[config.mk]
export PLATFORM = sky130hd
export DESIGN_NAME = seq_array_multiplier
export DESIGN_NICKNAME = d
export VERILOG_FILES = /design/src/rtl/seq_array_multiplier.sv
export SDC_FILE = /design/constraint.sdc
export NUM_CORES = 1
export LEC_CHECK = 0
export ABC_AREA = 1
export CAP_MARGIN = 5
export CORE_MARGIN = 2
export CORE_UTILIZATION = 45
export DETAILED_ROUTE_END_ITERATION = 12
export PLACE_DENSITY = 0.7
export SLEW_MARGIN = 20
export SYNTH_ARGS = -nofsm -noshare
export SYNTH_HDL_FRONTEND = slang
export SYNTH_SLANG_ARGS = --single-unit
[constraint.sdc]
create_clock -name clk -period 2 [get_ports clk]
set_input_delay 0.2 -clock clk [delete_from_list [all_inputs] [get_ports clk]]
set_output_delay 0.2 -clock clk [all_outputs]
set_load 0.005 [all_outputs]
[src/rtl/seq_array_multiplier.sv]
// Iterative shift-add multiplier: one partial product per clock, unsigned or
// two's-complement operands, valid/ready on both sides with a held result.
module seq_array_multiplier #(
  parameter int unsigned WIDTH = 3
) (
  input  logic               clk,
  input  logic               rst,
  input  logic               in_valid,
  output logic               in_ready,
  input  logic [WIDTH-1:0]   in1,
  input  logic [WIDTH-1:0]   in2,
  input  logic               signed_mode,
  output logic               out_valid,
  input  logic               out_ready,
  output logic [2*WIDTH-1:0] product,
  output logic               busy
);

  localparam int unsigned PW = 2 * WIDTH;
  localparam int unsigned AW = PW + 1;
  localparam int unsigned CW = $clog2(WIDTH + 1);
  localparam logic [CW-1:0] LAST = CW'(WIDTH);

  typedef enum logic [1:0] {IDLE, RUN, DONE} state_t;

  state_t           state_q;
  logic [AW-1:0]    mcand_q;
  logic [AW-1:0]    acc_q;
  logic [AW-1:0]    acc_d;
  logic [WIDTH-1:0] mplier_q;
  logic [WIDTH-1:0] mag1_d;
  logic [WIDTH-1:0] mag2_d;
  logic [CW-1:0]    cnt_q;
  logic             neg_q;
  logic             neg_d;
  logic [PW-1:0]    product_q;
  logic [PW-1:0]    product_d;
  logic             in_ready_q;
  logic             out_valid_q;
  logic             busy_q;

  // Magnitudes fit in WIDTH unsigned bits, so -2^(WIDTH-1) maps to 2^(WIDTH-1).
  always_comb begin
    mag1_d    = (signed_mode && in1[WIDTH-1]) ? -in1 : in1;
    mag2_d    = (signed_mode && in2[WIDTH-1]) ? -in2 : in2;
    neg_d     = signed_mode && (in1[WIDTH-1] ^ in2[WIDTH-1]);
    acc_d     = mplier_q[0] ? (acc_q + mcand_q) : acc_q;
    product_d = neg_q ? PW'(-acc_q) : PW'(acc_q);
  end

  always_ff @(posedge clk) begin
    if (rst) begin
      state_q     <= IDLE;
      mcand_q     <= '0;
      acc_q       <= '0;
      mplier_q    <= '0;
      cnt_q       <= '0;
      neg_q       <= 1'b0;
      product_q   <= '0;
      in_ready_q  <= 1'b1;
      out_valid_q <= 1'b0;
      busy_q      <= 1'b0;
    end else begin
      unique case (state_q)
        IDLE: begin
          if (in_valid) begin
            mcand_q    <= AW'(mag1_d);
            mplier_q   <= mag2_d;
            neg_q      <= neg_d;
            acc_q      <= '0;
            cnt_q      <= '0;
            in_ready_q <= 1'b0;
            busy_q     <= 1'b1;
            state_q    <= RUN;
          end
        end
        RUN: begin
          // WIDTH accumulate steps, then one step that applies the sign.
          if (cnt_q == LAST) begin
            product_q   <= product_d;
            out_valid_q <= 1'b1;
            state_q     <= DONE;
          end else begin
            acc_q    <= acc_d;
            mcand_q  <= mcand_q << 1;
            mplier_q <= mplier_q >> 1;
            cnt_q    <= cnt_q + 1'b1;
          end
        end
        DONE: begin
          if (out_ready) begin
            out_valid_q <= 1'b0;
            in_ready_q  <= 1'b1;
            busy_q      <= 1'b0;
            state_q     <= IDLE;
          end
        end
        default: state_q <= IDLE;
      endcase
    end
  end

  assign in_ready  = in_ready_q;
  assign out_valid = out_valid_q;
  assign product   = product_q;
  assign busy      = busy_q;

endmodule
Word level (Yosys, flattened, before mapping) --
Index checks and enable logic that the tools add are counted.
Cells by class: add/sub/neg operators 5, equal/unequal tests 8, muxes and demuxes 28, bitwise logic cells 1, reductions and logical operators 14
Operators with widths (count):
- 7-bit 2-to-1 mux | 5
- 7-bit one-hot mux with 2 select lines | 2
- 3-bit 2-to-1 mux | 4
- 3-bit AND reduction | 4
- 2-bit 2-to-1 mux | 5
- 2-bit inequality test (second input constant) | 5
- 7-bit adder | 1
- 6-bit 2-to-1 mux | 1
- 3-bit negation | 2
- 6-bit negation | 1
- 1-bit one-hot mux with 2 select lines | 3
- 2-bit one-hot mux with 3 select lines | 1
- 3-bit one-hot mux with 2 select lines | 1
- 2-bit nonzero test | 3
- 1-bit 2-to-1 mux | 5
- 2-bit equality test (second input constant) | 2
- 2-bit one-hot mux with 2 select lines | 1
- 2-bit AND reduction | 2
- 4-bit AND reduction | 1
- 1-bit logical AND | 3
- 2-bit by 1-bit adder with 2-bit output (second input constant) | 1
- 2-bit by 1-bit equality test with 1-bit output (second input constant) | 1
- 2-bit zero test | 1
- 1-bit bitwise XOR | 1
Word-level totals: flip-flop bits (word level) 31, input bits 11

Logic depth before layout (Yosys ltp) --
word-level depth 4, mapped depth 9

Least setup slack after synthesis --
No wires, ideal clock.
path type register -> register, from reg acc_q[0], to reg acc_q[4], setup time 70 ps, arrival time 1393 ps, data required time 1930 ps, setup slack 537 ps, stages on the path, launching flop included 10, path buffers 0, clock period less this slack 1463 ps, cell sequence dfxtp_1 ha_1 inv_1 fa_1 inv_1 nand3_1 nand2_1 xor2_1 nand2_1 a21oi_1
On the way: longest elaborated chain between the ends 4
Ends and longest elaborated chain:
- from (decl) | line 28 | logic [AW-1:0] acc_q;
- from (signal assigned) | line 55 | acc_q <= '0;
- from (signal assigned) | line 70 | acc_q <= '0;
- from (signal assigned) | line 84 | acc_q <= acc_d;
- 7-bit adder | line 47 | acc_d = mplier_q[0] ? (acc_q + mcand_q) : acc_q;
- 7-bit 2-to-1 mux | line 47
- 7-bit 2-to-1 mux | line 79 | if (cnt_q == LAST) begin
- 7-bit one-hot mux with 2 select lines | line 64 | unique case (state_q)
Every way passes these cells. The select of a mux whose other input is x is not followed. A chain may end at the register's enable or synchronous reset.

Worst setup path in the final report --
Ends and elaborated chain as after synthesis.

==> impl_metrics.json <==
{
  "htreeDepth": 2,
  "power_density_nw_per_um2": 648,
  "start_kind": "flip-flop",
  "antenna_cells": 0,
  "grt_pass1_wl_um": 5010,
  "grt-ovfl-total": 0,
  "path_class": "flip-flop to flip-flop",
  "ys_ff_latch": 29,
  "track_usage_pct": 16.4,
  "grt_max_degree": 17,
  "comb_power_share_pct": 16.4,
  "die_h_um": 62.2,
  "via_per_inst": 4.89,
  "grt_pass1_vias": 1159,
  "p_sw_uw": 320,
  "avgSynthCellArea_um2": 7.63,
  "hold_end": "cnt_q[0]",
  "io_buffers": 19,
  "yosys-top-cells-area": "dfxtp_1 38%, nand2_1 9.4%, a21oi_1 8.2%, ha_1 7.4%, inv_1 5.9%",
  "synth.distinct_cells": 31,
  "met1_usage_pct": 19.7,
  "fin_crit_sh_pct": 80.2,
  "utilization_pct": 55.0,
  "tightest_slew_ps": 425,
  "path_max_fanout": 4,
  "slew_viol_final": 0,
  "cts_buffers": 5,
  "async_reset_ff_share_pct": 0,
  "skew_ps": 6.06,
  "hp-start": "cnt_q[0]",
  "seqPwrFrac_pct": 53.3,
  "leakage_uw": 0.000804,
  "grt-busiest-layer": "met2",
  "final_cell_mix": "38 x nand2_1, 29 x dfxtp_1, 25 x a21oi_1",
  "postCtsHoldBufs": 0,
  "rows": 21,
  "cp.arrival_ps": 1860,
  "clk_latency_ps": 320,
  "fin_nets": 244,
  "cap_violations": 0,
  "synthesis.nets": 221,
  "cts_tree": "yes",
  "synth_area_um2": 1530,
  "setup.worst_path.end_class": "flip-flop",
  "met2_usage_pct": 27.2,
  "post-place-cells": 262,
  "dominantRegCellSynth": "dfxtp_1",
  "place_area_um2": 1750,
  "worstPathRequired_ps": 2260,
  "die_w_um": 62.2,
  "ctsResizeCount": 0,
  "yosysTopAreaCell": "dfxtp_1",
  "ir_drop_uv": 477,
  "gp_congestion": 0.797,
  "run_status": "complete, no violations",
  "routed_wl_um": 2870,
  "syn-instance-count": 200,
  "hold_depth": 1,
  "design_area_um2": 1810,
  "design.die.area_um2": 3870,
  "r2r-start": "acc_q[0]",
  "syn2layout_area_growth_pct": 18.5,
  "seq_area_frac_synth_pct": 38.1,
  "final-instance-count-excl-fill": 269,
  "ioPinCount": 20,
  "use_met3_pct": 5.62,
  "hold_viol": 0,
  "reg2reg_depth": 9,
  "min_period_ps": 1600,
  "synth_edf_count": 0,
  "fmax_mhz": 623,
  "coreArea_um2": 3280,
  "switching_share_pct": 27.4,
  "slew_headroom_pct": 71.7,
  "layout_commonest_cell": "nand2_1",
  "drt-initial-drc-count": 25,
  "ant_nets": 0,
  "clock-sinks": 29,
  "drc": 0,
  "yosys.area.top_type_share_pct": 38.1,
  "finalPower_uw": 1170,
  "dr.pass1.iters": 4,
  "finalSetupViolations": 0,
  "cts_max_path_buffers": 2,
  "antenna_found_initial": 0,
  "post-dp-hpwl_um": 2200,
  "drive_gt1_share_pct": 9.87,
  "wl_per_cell_um": 10.7,
  "fill_cells": 311,
  "yosysWarnings": 0,
  "intPower_uw": 851,
  "r2r-end": "acc_q[4]",
  "pwr-share-clk_pct": 30.3,
  "start_util_pct": 46.4,
  "r2r_setup_slack_ps": 400,
  "hold_path_class": "flip-flop to flip-flop",
  "vias": 1316,
  "clkTransAtPathRegs_ps": 90,
  "post_cts_buffers": 0,
  "fin_tns_setup_ps": 0,
  "rsz0062_at_grt": "false",
  "root_buffer": "clkbuf_4"
}
==> worst max-delay path, stage by stage, from the launching register on <==
cell	delay [ps]
dfxtp_1	400
ha_1	180
inv_1	50
fa_1	350
inv_1	90
nand3_1	70
nand2_1	80
xor2_1	140
nand2_1	60
a21oi_1	110
==> flip-flops by register name (all words and copies together), names as in the netlist <==
signal / flops
acc_q: 6
neg_q: 1
out_valid: 1
in_ready: 1
cnt_q: 2
product: 6
state_q: 2
mplier_q: 3
mcand_q: 6
busy: 1
==> per-layer routing <==
| metal | vias up | part of all wire, % |
|---|---|---|
| li1 | 708 | - |
| met1 | 581 | 48 |
| met2 | 23 | 47 |
| met3 | 4 | 3.9 |
| met4 | 0 | 1.4 |
| met5 | - | 0 |
==> synthesized netlist by cell type, types with 2 or more instances <==
cell	count
nand3_1	9
buf_2	2
ha_1	9
a22oi_1	3
dfxtp_1	29
o21ai_0	10
buf_6	2
nand2_2	2
nor2_2	2
a31oi_1	4
inv_2	4
nor2_1	12
a21oi_1	25
o21ai_1	7
xor2_1	4
nand2_1	38
inv_1	24
==> worst max-delay path by stage <==
stage	start	endpoint	slack, ps	cells past startpoint
4_1_cts	acc_q[0]	acc_q[4]	410	9
6_report	acc_q[0]	acc_q[4]	400	9
5_1_grt	acc_q[0]	acc_q[4]	250	9
3_5_place_dp	acc_q[0]	acc_q[4]	440	9
3_3_place_gp	acc_q[0]	acc_q[4]	470	9
2_1_floorplan	acc_q[0]	acc_q[4]	540	9
==> cells by family after synthesis <==
family          share of synthesized area, %
flops                                   38.1
compound gates                          19.4
xor+xnor                                2.87
buf+inv                                 10.2
simple gates                            20.8
fa+ha+maj                               8.70
==> power groups by stage <==
stage               combinational, uW  clock [uW]  sequential, uW
floorplan                         141           0             632
detailed placement                194           0             637
global route                      219         393             627
global placement                  192           0             637
finish                            192         355             624
CTS                               195         367             623
==> through the flow <==
step / hold WS (ps) / setup WS, ps
2_1_floorplan: 347 / 537
3_3_place_gp: 452 / 471
3_5_place_dp: 454 / 436
4_1_cts: 467 / 415
5_1_grt: 488 / 253
6_report: 464 / 396
==> cell type report <==
cell class                      instances  area [um2]  area share (%)
Sequential cell                        29         581            32.1
Clock buffer                            7        55.1            3.05
Tap cell                               46        57.6            3.19
Inverter                               29         111            6.16
Multi-Input combinational cell        136         790            43.7
Timing Repair Buffer                   22         213            11.8
Power figures use the tool's default switching activity.
==> RTL change (same flow settings) <==
Encoding of `state_t`: now one-hot (3 bits for 3 states).
--- a/src/rtl/seq_array_multiplier.sv
+++ b/src/rtl/seq_array_multiplier.sv
@@ -22,5 +22,5 @@
   localparam logic [CW-1:0] LAST = CW'(WIDTH);
 
-  typedef enum logic [1:0] {IDLE, RUN, DONE} state_t;
+  typedef enum logic [2:0] {IDLE = 3'b001, RUN = 3'b010, DONE = 3'b100} state_t;
 
   state_t           state_q;
Check against the original RTL: no difference found for any inputs over 10 cycles, from zero or initial values and one cycle with rst high; not proved beyond that.
==> RTL change against the original RTL <==
- worst setup slack worse by 0.033 ns
- total power grew 10%
- wire length is 16% higher
- sequential cell count increased by 1
- utilization up 1.1 points
- final cell count rose by 5.2%
- design area increased by 6.0%
- area after synthesis grew 6.7%
- largest power group unchanged
==> RTL change: results (changes against the original RTL) <==
status complete, no violations; vias in the first global route 1332 (+15%); Iteration-0 DRC Markers 64 (+160%); first-pass GRT wire length 5820 um (+16%); Post-DP HPWL 2440 um (+11%); Overflow after GRT 0 (unchanged); most used flip-flop cell after synthesis dfxtp_1; Final Skew 0.00575 ns (-0.000312 ns); Peak VDD IR 0.282 mV (-41%); asr flop ratio synth 0 (unchanged); proportion of layout cells with a drive suffix above 1 0.131 (+0.0321); H-tree levels 2 (unchanged); syn_nets 234 (+5.9%); fin cells 283 (+5.2%); largest net degree at the start of global routing 18 (+1); WL/cell 11.8 um (+10%); type of the worst min-delay path flop to flop; synthesized instance count 213 (+6.5%); Seq. cell area 601 um2 (+3.4%); Worst-path clk slew 0.10 ns; worst-margin pin slew 0.469 ns (+0.0438 ns); commonest cells in the netlist nand2_1, dfxtp_1, inv_1, nor2_1, a21oi_1; GRT Util Overall 0.184 (+0.0210); Clock Tree Root clkbuf_4; YS warnings 0 (unchanged); fill count 334 (+7.4%); register area share after synthesis 0.369 (-0.0117); CTS buffer count 5 (unchanged); crit path DAT 1.88 ns (+0.02 ns); insertion delay to the later sink of the worst-skew pair 0.34 ns (+0.02 ns); NumNets Final 257 (+5.3%); Synth area leaders dfxtp_1, nand2_1, ha_1; P_leak 0.000832 uW (+3.5%); Via-to-Cell Ratio 5.07 (+3.6%); Routability Congestion 0.836 (+4.8%); critical path fanouts, max 4 (unchanged); Unique masters post-synth 34 (+9.7%); drt pass-1 iters 4 (unchanged); Place WS 0.374 ns (-0.0618 ns)
RTL change: worst paths after layout:
check / cells past startpoint / startpoint / slack, ns / to
setup / recovery: 9 / acc_q[0] / 0.36 / acc_q[4]
hold / removal: 2 / busy / 0.47 / busy
setup reg to reg: 9 / acc_q[0] / 0.36 / acc_q[4]
hold reg to reg: 2 / busy / 0.47 / busy
RTL change: metrics by stage:
stage | hold slack [ns] | total power [uW]
floorplan | 0.269 | 842
global placement | 0.450 | 906
detailed placement | 0.450 | 910
CTS | 0.465 | 1290
global route | 0.478 | 1360
finish | 0.466 | 1290
RTL change: metal layers:
metal	wire length (um)	global-route usage	vias to the layer above
met5	0	0	-
met4	68	0.0798	0
met3	120	0.0528	7
met2	1570	0.310	23
met1	1580	0.219	657
li1	-	-	748
RTL change: layout make-up:
class                      count  area share
timing repair buffer          22       0.111
clock buffer                   7      0.0287
tap                           46      0.0300
clock inverter                 1     0.00261
sequential                    30       0.314
inverter                      29      0.0581
multi-input combinational    148       0.456
RTL change: power by group:
group / switching [uW] / internal [uW] / leakage, uW
Combinational: 139 / 94.6 / 0.000552
Sequential: 29.1 / 635 / 0.000245
Clock: 221 / 170 / 0.0000353
RTL change: kinds of logic after synthesis:
kind of cell / synth area share
simple gates: 0.231
xor+xnor: 0.0323
buf+inv: 0.0945
flops: 0.369
compound gates: 0.192
fa+ha+maj: 0.0815
RTL change: worst min-delay path, delay by kind of cell, from the launching register on:
family	cells	cell delay [ns]
DFF	1	0.32
and+or+nand+nor	1	0.06
AOI/OAI and AO/OA	1	0.05
